### src/rtl/register_pipe_pkg.sv
// rtl/register_pipe_pkg.sv - shared constants, types and helpers for the elastic register pipe
package register_pipe_pkg;

    localparam int DEPTH_MAX = 16;

    typedef logic [7:0] data8_t;

    // Bits needed to hold an occupancy count of 0..depth inclusive.
    function automatic int level_width(input int depth);
        return (depth < 1) ? 1 : $clog2(depth + 1);
    endfunction

endpackage

### src/rtl/register_slice.sv
// rtl/register_slice.sv - one elastic stage: valid bit, data register, local ready equation
module register_slice
    import register_pipe_pkg::*;
#(
    parameter int               WIDTH   = $bits(data8_t),
    parameter logic [WIDTH-1:0] RST_VAL = '0
) (
    input  logic             clk,
    input  logic             rst_,
    input  logic             flush,
    input  logic             i_up_valid,
    input  logic [WIDTH-1:0] i_up_data,
    input  logic             i_dn_ready,
    output logic             o_valid,
    output logic             o_ready,
    output logic [WIDTH-1:0] o_data
);

    logic             r_v;
    logic [WIDTH-1:0] r_d;

    // An empty stage always accepts, which is what lets bubbles collapse under stall.
    assign o_ready = !r_v || i_dn_ready;
    assign o_valid = r_v;
    assign o_data  = r_d;

    always_ff @(posedge clk or negedge rst_) begin
        if (!rst_) begin
            r_v <= 1'b0;
            r_d <= RST_VAL;
        end else if (flush) begin
            r_v <= 1'b0;
            r_d <= RST_VAL;
        end else if (o_ready) begin
            r_v <= i_up_valid;
            if (i_up_valid) begin
                r_d <= i_up_data;
            end
        end
    end

endmodule

### src/rtl/register_pipe.sv
// rtl/register_pipe.sv - DEPTH-stage elastic register pipeline; REGISTER_PIPE_LEVEL_EN adds level/full outputs
module register_pipe
    import register_pipe_pkg::*;
#(
    parameter int               WIDTH   = $bits(data8_t),
    parameter int               DEPTH   = 2,
    parameter logic [WIDTH-1:0] RST_VAL = '0
) (
    input  logic                           clk,
    input  logic                           rst_,
    input  logic                           flush,
    input  logic                           in_valid,
    output logic                           in_ready,
    input  logic [WIDTH-1:0]               in_data,
    output logic                           out_valid,
    input  logic                           out_ready,
`ifdef REGISTER_PIPE_LEVEL_EN
    output logic [level_width(DEPTH)-1:0]  level,
    output logic                           full,
`endif
    output logic [WIDTH-1:0]               out_data
);

    for (genvar i = 0; i < DEPTH; i++) begin : g_stage
        logic             w_up_valid;
        logic [WIDTH-1:0] w_up_data;
        logic             w_dn_ready;
        logic             w_valid;
        logic             w_ready;
        logic [WIDTH-1:0] w_data;

        if (i == 0) begin : g_head
            assign w_up_valid = in_valid;
            assign w_up_data  = in_data;
        end else begin : g_body
            assign w_up_valid = g_stage[i-1].w_valid;
            assign w_up_data  = g_stage[i-1].w_data;
        end

        if (i == DEPTH - 1) begin : g_tail
            assign w_dn_ready = out_ready;
        end else begin : g_mid
            assign w_dn_ready = g_stage[i+1].w_ready;
        end

        register_slice #(
            .WIDTH   (WIDTH),
            .RST_VAL (RST_VAL)
        ) u_slice (
            .clk        (clk),
            .rst_       (rst_),
            .flush      (flush),
            .i_up_valid (w_up_valid),
            .i_up_data  (w_up_data),
            .i_dn_ready (w_dn_ready),
            .o_valid    (w_valid),
            .o_ready    (w_ready),
            .o_data     (w_data)
        );
    end

    assign in_ready  = g_stage[0].w_ready;
    assign out_valid = g_stage[DEPTH-1].w_valid;
    assign out_data  = g_stage[DEPTH-1].w_data;

`ifdef REGISTER_PIPE_LEVEL_EN
    localparam int LW = level_width(DEPTH);

    logic          w_push;
    logic          w_pop;
    logic [LW-1:0] r_level;

    assign w_push = in_valid && in_ready;
    assign w_pop  = out_valid && out_ready;

    // Occupancy only moves at the two ends, so tracking push/pop equals the popcount of stage valids.
    always_ff @(posedge clk or negedge rst_) begin
        if (!rst_) begin
            r_level <= '0;
        end else if (flush) begin
            r_level <= '0;
        end else begin
            r_level <= r_level + LW'(w_push) - LW'(w_pop);
        end
    end

    assign level = r_level;
    assign full  = (r_level == LW'(DEPTH));
`endif

endmodule

### config.mk
export PLATFORM = sky130hd
export DESIGN_NAME = register_pipe
export DESIGN_NICKNAME = d
export VERILOG_FILES = /design/src/rtl/register_pipe_pkg.sv /design/src/rtl/register_slice.sv /design/src/rtl/register_pipe.sv
export SDC_FILE = /design/constraint.sdc
export NUM_CORES = 1
export LEC_CHECK = 0
export BUFFER_PORTS_ARGS = -buffer_cell sky130_fd_sc_hd__buf_2
export CAP_MARGIN = 0
export CORE_MARGIN = 3
export CORE_UTILIZATION = 43
export CTS_BUF_LIST = sky130_fd_sc_hd__clkbuf_16
export CTS_CLUSTER_SIZE = 10
export DETAILED_ROUTE_END_ITERATION = 6
export PLACE_DENSITY = 0.82
export SYNTH_ARGS = -nofsm -noshare
export SYNTH_HDL_FRONTEND = slang
export SYNTH_SLANG_ARGS = --single-unit
export TNS_END_PERCENT = 100
### constraint.sdc
create_clock -name clk -period 1.11 [get_ports clk]
set_input_delay 0.333 -clock clk [delete_from_list [all_inputs] [get_ports clk]]
set_output_delay 0.333 -clock clk [all_outputs]
set_load 0.05 [all_outputs]
==> results of run 1 <==
==> cells by family after synthesis <==
family	count (synthesis)
AO/OA/AOI/OAI	27
flip-flops	18
AND/OR/NAND/NOR	12
buffers and inverters	5
==> timing repair <==
item / CTS / global route
gates resized for setup: 23 / 10
cloned: 0 / 1
buffers inserted: 3 / 3
pin swaps: 1 / 5
endpoints found under the setup margin: 18 / 26
hold endpoints to repair: 0 / 0
==> synth_stat cells <==
cell	instances
a21oi_1	10
a21oi_2	1
a22o_2	8
buf_6	1
clkbuf_1	2
dfrtp_1	18
inv_1	2
nand2b_1	1
nand3_1	8
nand3b_4	1
nor2b_1	1
nor3b_4	1
o21ai_0	8
==> layer usage <==
metal  vias to the layer above  global-route usage (%)  share of wire [%]
li1                        295                       -                  -
met1                       280                    21.9                 48
met2                        20                    25.1                 45
met3                         2                    5.64                5.3
met4                         0                    4.84                1.0
met5                         -                       0                  0
==> area by class of cell <==
cell class | instances | area, sq um | area share, %
inverters | 2 | 11.3 | 1.02
flip-flops and latches | 18 | 452 | 40.8
multi-input cells | 39 | 293 | 26.4
well taps | 16 | 20.0 | 1.81
repair inverters | 1 | 7.51 | 0.678
repair buffers | 31 | 245 | 22.1
clock inverters | 1 | 3.75 | 0.339
clock buffers | 3 | 75.1 | 6.78
==> per-stage QoR <==
step / cell area (sq um) / instances / setup WS, ps
finish: 1110 / 111 / -148
global route: 1110 / 111 / -175
CTS: 1060 / 107 / -153
detailed placement: 900 / 102 / -160
global placement: 900 / 102 / -146
floorplan: 752 / 62 / -248
==> worst max-delay path by stage <==
stage	start	end	slack, ps	cells past startpoint
2_1_floorplan	g_stage[1].u_slice.o_valid$_DFFE_PN0P_	g_stage[0].u_slice.o_data[0]$_DFFE_PN0P_	-250	3
3_3_place_gp	out_ready	g_stage[0].u_slice.o_data[7]$_DFFE_PN0P_	-150	5
3_5_place_dp	out_ready	g_stage[0].u_slice.o_data[6]$_DFFE_PN0P_	-160	5
4_1_cts	g_stage[1].u_slice.o_valid$_DFFE_PN0P_	in_ready	-150	2
5_1_grt	g_stage[1].u_slice.o_valid$_DFFE_PN0P_	in_ready	-170	2
6_report	g_stage[1].u_slice.o_valid$_DFFE_PN0P_	in_ready	-150	2
==> registers in the layout (all words and copies together), names as in the netlist <==
name	flops
g_stage.u_slice.o_valid	2
g_stage.u_slice.o_data	16
==> report_power, final <==
group	switching [mW]	internal [mW]	total (mW)
Combinational	0.111	0.0899	0.201
Sequential	0.0208	0.686	0.707
Clock	0.224	0.477	0.701
==> impl_metrics.yaml, run 1 <==
status:
  outcome: "finished with violations"
  violations: "negative setup slack"
logic_synthesis:
  ys_ff_latch: 18
  synth_xor_area_share_pct: 0
  synth_fa_ha_area_share_pct: 0
  synth_top_family_by_area: "compound AO/OA/AOI/OAI gates"
  syn_nets: 75
  syn_area_sq_um: 747
  ys_warn_count: 0
  postSynthCellCount: 62
  yosys.area_share.simple_pct: 12.2
  ys_top_cells_by_area: "dfrtp_1, a22o_2, a21oi_1, nand3_1, o21ai_0"
  synth_mux_area_share_pct: 0
  synth_top_cell_by_area: "dfrtp_1"
  synth_compound_area_share_pct: 24.0
  ys_types: 13
  syn_area_per_cell_sq_um: 12.0
  synth_top_cell_area_share_pct: 60.3
  ys_seq_area_share_pct: 60.3
global_routing:
  grt_pass1_vias: 554
  grt_overflow: 0
  grt_pass1_wl_um: 2530
  antenna_found_initial: 0
  grt_usage_pct: 16.4
  grt_max_degree: 19
timing:
  finalWorstSetupSlack_ps: -148
  skew_ps: 5.99
  finalCritPeriodShare_pct: 113
  slew-limit-headroom_pct: 73.9
  period_needed_ps: 1260
  finalSetupViolations: 18
  hold_viol_final: 0
  fmax_ghz: 0.795
  slew_viol_final: 0
  holdWs_ps: 2.11
  worst_slew_pin_slew_ps: 392
  rsz0062_at_grt: "yes"
  fin_setup_tns_ps: -644
setup_path:
  cp.arrival_ps: 920
  rrSetupSlack_ps: -40
  ff2ff_path_depth: 4
  slowest_delay_ps: 420
  crit_fanout: 4
  worst-setup-path-type: "reg -> out"
  timing.rr.start: "g_stage[0].u_slice.o_valid$_DFFE_PN0P_"
  r2r-end: "g_stage[0].u_slice.o_data[4]$_DFFE_PN0P_"
  required_ps: 780
  worst-path-buf-inv: 1
  critical_path.cell_chain: "nand3b_4 -> buf_8"
  start_kind: "register"
  critPathTopFamily: "flip-flops"
  crit_path_top_delay_cell: "dfrtp_2"
  worstSetupEndpointType: "output port"
floorplan:
  start_util_pct: 47.4
  core_sq_mm: 0.00158
  die_y_um: 47.7
  num_io_pins: 23
  row_count: 14
  die_area_sq_mm: 0.00227
  die_w_um: 47.7
power:
  ir_drop_mv: 1.31
  p_per_area_mw_per_mm2: 1450
  power_mw: 1.61
  leakagePower_nw: 0.541
placed_design:
  io_buffers: 22
  place.gp.congestion: 0.753
  dpl.hpwl_um: 1100
final_layout:
  fillerInstances: 111
  area_delta_synth_final_pct: 48.2
  finish.utilization_pct: 70.2
  final_common_cell: "dfrtp_1"
  num-nets-final: 109
  layout_common_cells: "dfrtp_1, buf_2, a21oi_1, buf_6"
  diodes: 0
  final_layout_size_suffix_gt1_share_pct: 52.6
drt:
  drtIter0Drc: 12
  vias: 597
  route.detailed.drc: 0
  wl_per_cell_um: 14.2
  dr.pass1.iters: 4
  routed_wl_um: 1580
  post_drt_via_cell_ratio: 5.38
  final_antenna_net_count: 0
clocking:
  numCtsBuffers: 3
  clk_pin_slew_ps: 50
  cts_tree: "yes"
  insertion_delay_ps: 250
  cts-root-buf: "clkbuf_16"
  cts_buffer_depth: 2
  cts.sinks: 18
  ctsHoldBuffers: 0
  htreeDepth: 1
flow_run:
  cap_viol_max_count: 0
hold_path:
  hold_path_class: "in -> async"
No activity file was read; power rests on OpenSTA's default activity.
==> run 2: changes to the inputs <==
Settings changed: SKIP_LAST_GASP from default to 1.
==> run 2 against run 1 <==
Net effect: the flow still finishes with violations (negative setup slack); register-to-register slack got worse by 30 ps; via count rose by 0.34%; largest power group unchanged; first-iteration DRC count fell by 33%; critical endpoint unchanged; sequential cell count did not move.
==> impl_metrics.yaml, run 2 (synthesis results as in run 1) <==
global_routing:
  antenna_found_initial: 0
  grt_pass1_wl_um: 2540
  grt_pass1_vias: 558
  grt_usage_pct: 16.4
  grt_max_degree: 19
  grt_overflow: 0
setup_path:
  required_ps: 780
  critPathTopFamily: "flip-flops"
  start_kind: "register"
  crit_fanout: 4
  slowest_delay_ps: 420
  worst-setup-path-type: "reg -> out"
  cp.arrival_ps: 930
  worstSetupEndpointType: "output port"
  crit_path_top_delay_cell: "dfrtp_2"
  worst-path-buf-inv: 1
  critical_path.cell_chain: "nand3b_4 -> buf_8"
timing:
  hold_viol_final: 0
  finalWorstSetupSlack_ps: -150
  slew_viol_final: 0
  worst_slew_pin_slew_ps: 389
  holdWs_ps: 0.945
  finalCritPeriodShare_pct: 113
  skew_ps: 6.46
  rsz0062_at_grt: "yes"
  finalSetupViolations: 18
  period_needed_ps: 1260
  fmax_ghz: 0.794
  slew-limit-headroom_pct: 74.1
  fin_setup_tns_ps: -868
floorplan:
  core_sq_mm: 0.00158
  num_io_pins: 23
  row_count: 14
  die_w_um: 47.7
  die_area_sq_mm: 0.00227
  die_y_um: 47.7
  start_util_pct: 47.4
placed_design:
  place.gp.congestion: 0.753
  dpl.hpwl_um: 1100
  place_inst: 102
  dp_slack_ps: -160
  io_buffers: 22
  placed_area_sq_um: 900
final_layout:
  finish.utilization_pct: 70.0
  num-nets-final: 109
  diodes: 0
  final_layout_size_suffix_gt1_share_pct: 52.6
  largest_register_ffs: 16
  layout_common_cells: "dfrtp_1, buf_2, a21oi_1"
  final_area_sq_mm: 0.00110
  final_common_cell: "dfrtp_1"
  instances_no_fill: 111
  area_delta_synth_final_pct: 47.7
drt:
  wl_per_cell_um: 14.1
  dr.pass1.iters: 4
  final_antenna_net_count: 0
  drtIter0Drc: 8
  post_drt_via_cell_ratio: 5.40
  vias: 599
  route.detailed.drc: 0
  routed_wl_um: 1570
status:
  violations: "negative setup slack"
  outcome: "finished with violations"
power:
  ir_drop_mv: 1.31
  power_mw: 1.61
  p_per_area_mw_per_mm2: 1460
  leakagePower_nw: 0.540
clocking:
  cts_tree: "yes"
  cts.sinks: 18
  cts_buffer_depth: 2
  clk_pin_slew_ps: 50
  htreeDepth: 1
  numCtsBuffers: 3
  insertion_delay_ps: 250
  ctsHoldBuffers: 0
  cts-root-buf: "clkbuf_16"
flow_run:
  cap_viol_max_count: 0
hold_path:
  hold_path_class: "in -> async"
## run 2: layer usage
layer | up-vias | wire, um | GRT usage (%)
met5 | - | 0 | 0
li1 | 294 | - | -
met3 | 2 | 80 | 5.64
met4 | 0 | 14 | 4.84
met1 | 283 | 779 | 22.2
met2 | 20 | 694 | 25.1
## run 2: power breakdown
part	internal, mW	total (mW)	switching (mW)	leakage (nW)
Combinational	0.0885	0.200	0.111	0.255
Clock	0.477	0.702	0.224	0.0423
Sequential	0.686	0.707	0.0209	0.242
Total	1.25	1.61	0.356	0.540
## run 2: what timing repair did
item | CTS | global route
gates resized for setup | 20 | 11
endpoints found under the hold margin | 0 | 0
pin swaps | 0 | 1
buffers inserted | 3 | 3
endpoints found under the setup margin | 18 | 26
gates cloned | 0 | 1
## run 2: worst paths after layout
| kind | startpoint | to | slack (ps) | depth (start not counted) |
|---|---|---|---|---|
| worst min-delay path | rst_ | g_stage[1].u_slice.o_data[0]$_DFFE_PN0P_ | 0.9 | 1 |
| max in group asynchronous | rst_ | g_stage[1].u_slice.o_valid$_DFFE_PN0P_ | 810 | 1 |
| min in group clk | in_data[5] | g_stage[0].u_slice.o_data[5]$_DFFE_PN0P_ | 320 | 2 |
| worst max-delay path | g_stage[1].u_slice.o_valid$_DFFE_PN0P_ | in_ready | -150 | 2 |
| worst max register to register | g_stage[0].u_slice.o_valid$_DFFE_PN0P_ | g_stage[0].u_slice.o_data[4]$_DFFE_PN0P_ | -70 | 4 |
| worst min register to register | g_stage[0].u_slice.o_data[1]$_DFFE_PN0P_ | g_stage[0].u_slice.o_data[1]$_DFFE_PN0P_ | 510 | 1 |
## run 2: layout make-up
type,count,area [sq um]
multi-input cells,39,293
fillers,110,473
flip-flops and latches,18,452
clock inverters,1,3.75
inverters,2,11.3
repair inverters,1,7.51
clock buffers,3,75.1
repair buffers,31,241
well taps,16,20.0
==> run 3: changes to the inputs <==
Settings changed: CORE_MARGIN 3 to 2, MAX_ROUTING_LAYER from default to met4.
==> run 3 against run 2 <==
Net effect: the flow still finishes with violations (negative setup slack); wire length rose by 14%; critical path depth stayed put; via count up 4.8%; power is 0.82% higher; clock skew decreased by 5.4 ps; sequential power about the same; cell count grew 0.90%; combinational power about the same; critical endpoint is now out_valid; highest routed layer unchanged.
==> impl_metrics.yaml, run 3 (synthesis results as in run 1) <==
timing:
  period_needed_ps: 1270
  fmax_ghz: 0.786
  worst_slew_pin_slew_ps: 408
  holdWs_ps: 14.5
  hold_viol_final: 0
  skew_ps: 1.02
  rsz0062_at_grt: "yes"
  slew-limit-headroom_pct: 72.8
  finalWorstSetupSlack_ps: -162
  finalSetupViolations: 23
  slew_viol_final: 0
  finalCritPeriodShare_pct: 115
final_layout:
  seq_area_sq_um: 452
  instances_no_fill: 112
  area_delta_synth_final_pct: 48.4
  num-nets-final: 109
  multi_input_area_sq_um: 283
  diodes: 0
  fillerInstances: 124
  layout_common_cells: "dfrtp_1, buf_2, a21oi_1, buf_6"
  final_layout_size_suffix_gt1_share_pct: 52.6
  final_common_cell: "dfrtp_1"
  largest_register_ffs: 16
clocking:
  ctsHoldBuffers: 0
  cts_tree: "yes"
  cts_buffer_depth: 2
  cts.sinks: 18
  insertion_delay_ps: 240
  clk_pin_slew_ps: 50
  cts-root-buf: "clkbuf_16"
  numCtsBuffers: 3
  htreeDepth: 1
drt:
  final_antenna_net_count: 0
  drtIter0Drc: 12
  wl_per_cell_um: 16.0
  post_drt_via_cell_ratio: 5.61
  dr.pass1.iters: 4
  routed_wl_um: 1790
  vias: 628
  route.detailed.drc: 0
setup_path:
  worst-path-buf-inv: 2
  start_kind: "register"
  cp.arrival_ps: 940
  critPathTopFamily: "flip-flops"
  worst-setup-path-type: "reg -> out"
  worstSetupEndpointType: "output port"
  slowest_delay_ps: 420
  timing.rr.start: "g_stage[1].u_slice.o_valid$_DFFE_PN0P_"
  required_ps: 780
  critPathLaunch: "g_stage[1].u_slice.o_valid$_DFFE_PN0P_"
  critical_path.cell_chain: "buf_6 -> buf_8"
  crit_fanout: 3
  crit_path_top_delay_cell: "dfrtp_2"
floorplan:
  core_sq_mm: 0.00167
  start_util_pct: 44.7
  die_w_um: 45.7
  die_y_um: 45.7
  row_count: 15
  num_io_pins: 23
  die_area_sq_mm: 0.00209
global_routing:
  grt_pass1_vias: 595
  grt_overflow: 0
  antenna_found_initial: 0
  grt_max_degree: 19
  grt_pass1_wl_um: 2710
  grt_usage_pct: 18.6
power:
  ir_drop_mv: 0.682
  p_per_area_mw_per_mm2: 1460
  leakagePower_nw: 0.534
  power_mw: 1.62
flow_run:
  cap_viol_max_count: 0
placed_design:
  place.gp.congestion: 0.800
  io_buffers: 22
  dp_slack_ps: -168
  place_inst: 105
status:
  outcome: "finished with violations"
  violations: "negative setup slack"
hold_path:
  hold_path_class: "in -> async"
-- run 3: cell types whose count changed in the layout (fill, tap and decap cells not counted) --
cell / previous run / this run
buf_2: 13 / 12
buf_4: 8 / 7
buf_6: 9 / 10
buf_8: 1 / 2
clkinv_1: 0 / 1
inv_1: 2 / 1
nand2b_2: 0 / 1
nand2b_4: 1 / 0
nor2b_2: 0 / 1
nor2b_4: 1 / 0
o21ai_0: 3 / 7
o21ai_1: 5 / 1
-- run 3: cell type report --
cell class / count / share of cell area (%)
clock buffer: 3 / 6.77
clock inverter: 1 / 0.339
inverter: 2 / 1.02
multi-input combinational: 39 / 25.5
sequential: 18 / 40.7
tap: 17 / 1.92
timing repair buffer: 31 / 23.0
timing repair inverter: 1 / 0.677
-- run 3: repair_timing --
item                       CTS  global route
setup buffers                3             1
setup endpoints to repair   26            27
gates resized for setup     24             5
pin swaps                    1             0
hold endpoints to repair     0             0
cloned                       0             1
-- run 3: per-stage QoR --
step	util, %	TNS, ps	cell area [sq um]
after floorplan	-	-2170	752
after global placement	54.8	-1660	916
after detailed placement	54.8	-1920	916
after CTS	64.9	-1310	1080
after global routing	66.4	-2120	1110
final	66.4	-1190	1110
-- run 3: power breakdown --
part	internal [mW]	switching (mW)
Combinational	0.0880	0.111
Sequential	0.685	0.0222
Clock	0.478	0.237
-- run 3: worst paths after layout --
| path | endpoint | slack (ps) | cells past startpoint |
|---|---|---|---|
| worst max-delay path | out_valid | -160 | 2 |
| worst min-delay path | g_stage[1].u_slice.o_data[7]$_DFFE_PN0P_ | 10 | 1 |
| worst max register to register | g_stage[1].u_slice.o_data[3]$_DFFE_PN0P_ | -100 | 4 |
| worst min register to register | g_stage[0].u_slice.o_data[4]$_DFFE_PN0P_ | 520 | 1 |
| max in group asynchronous | g_stage[1].u_slice.o_valid$_DFFE_PN0P_ | 790 | 1 |
| min in group clk | g_stage[0].u_slice.o_data[3]$_DFFE_PN0P_ | 320 | 2 |
-- run 3: per-layer routing --
metal | wire length [um] | GRT usage [%] | part of all wire [%]
met1 | 748 | 21.9 | 42
met5 | 0 | - | 0
met4 | 34 | 8.82 | 1.9
met2 | 938 | 31.0 | 52
met3 | 67 | 2.78 | 3.7
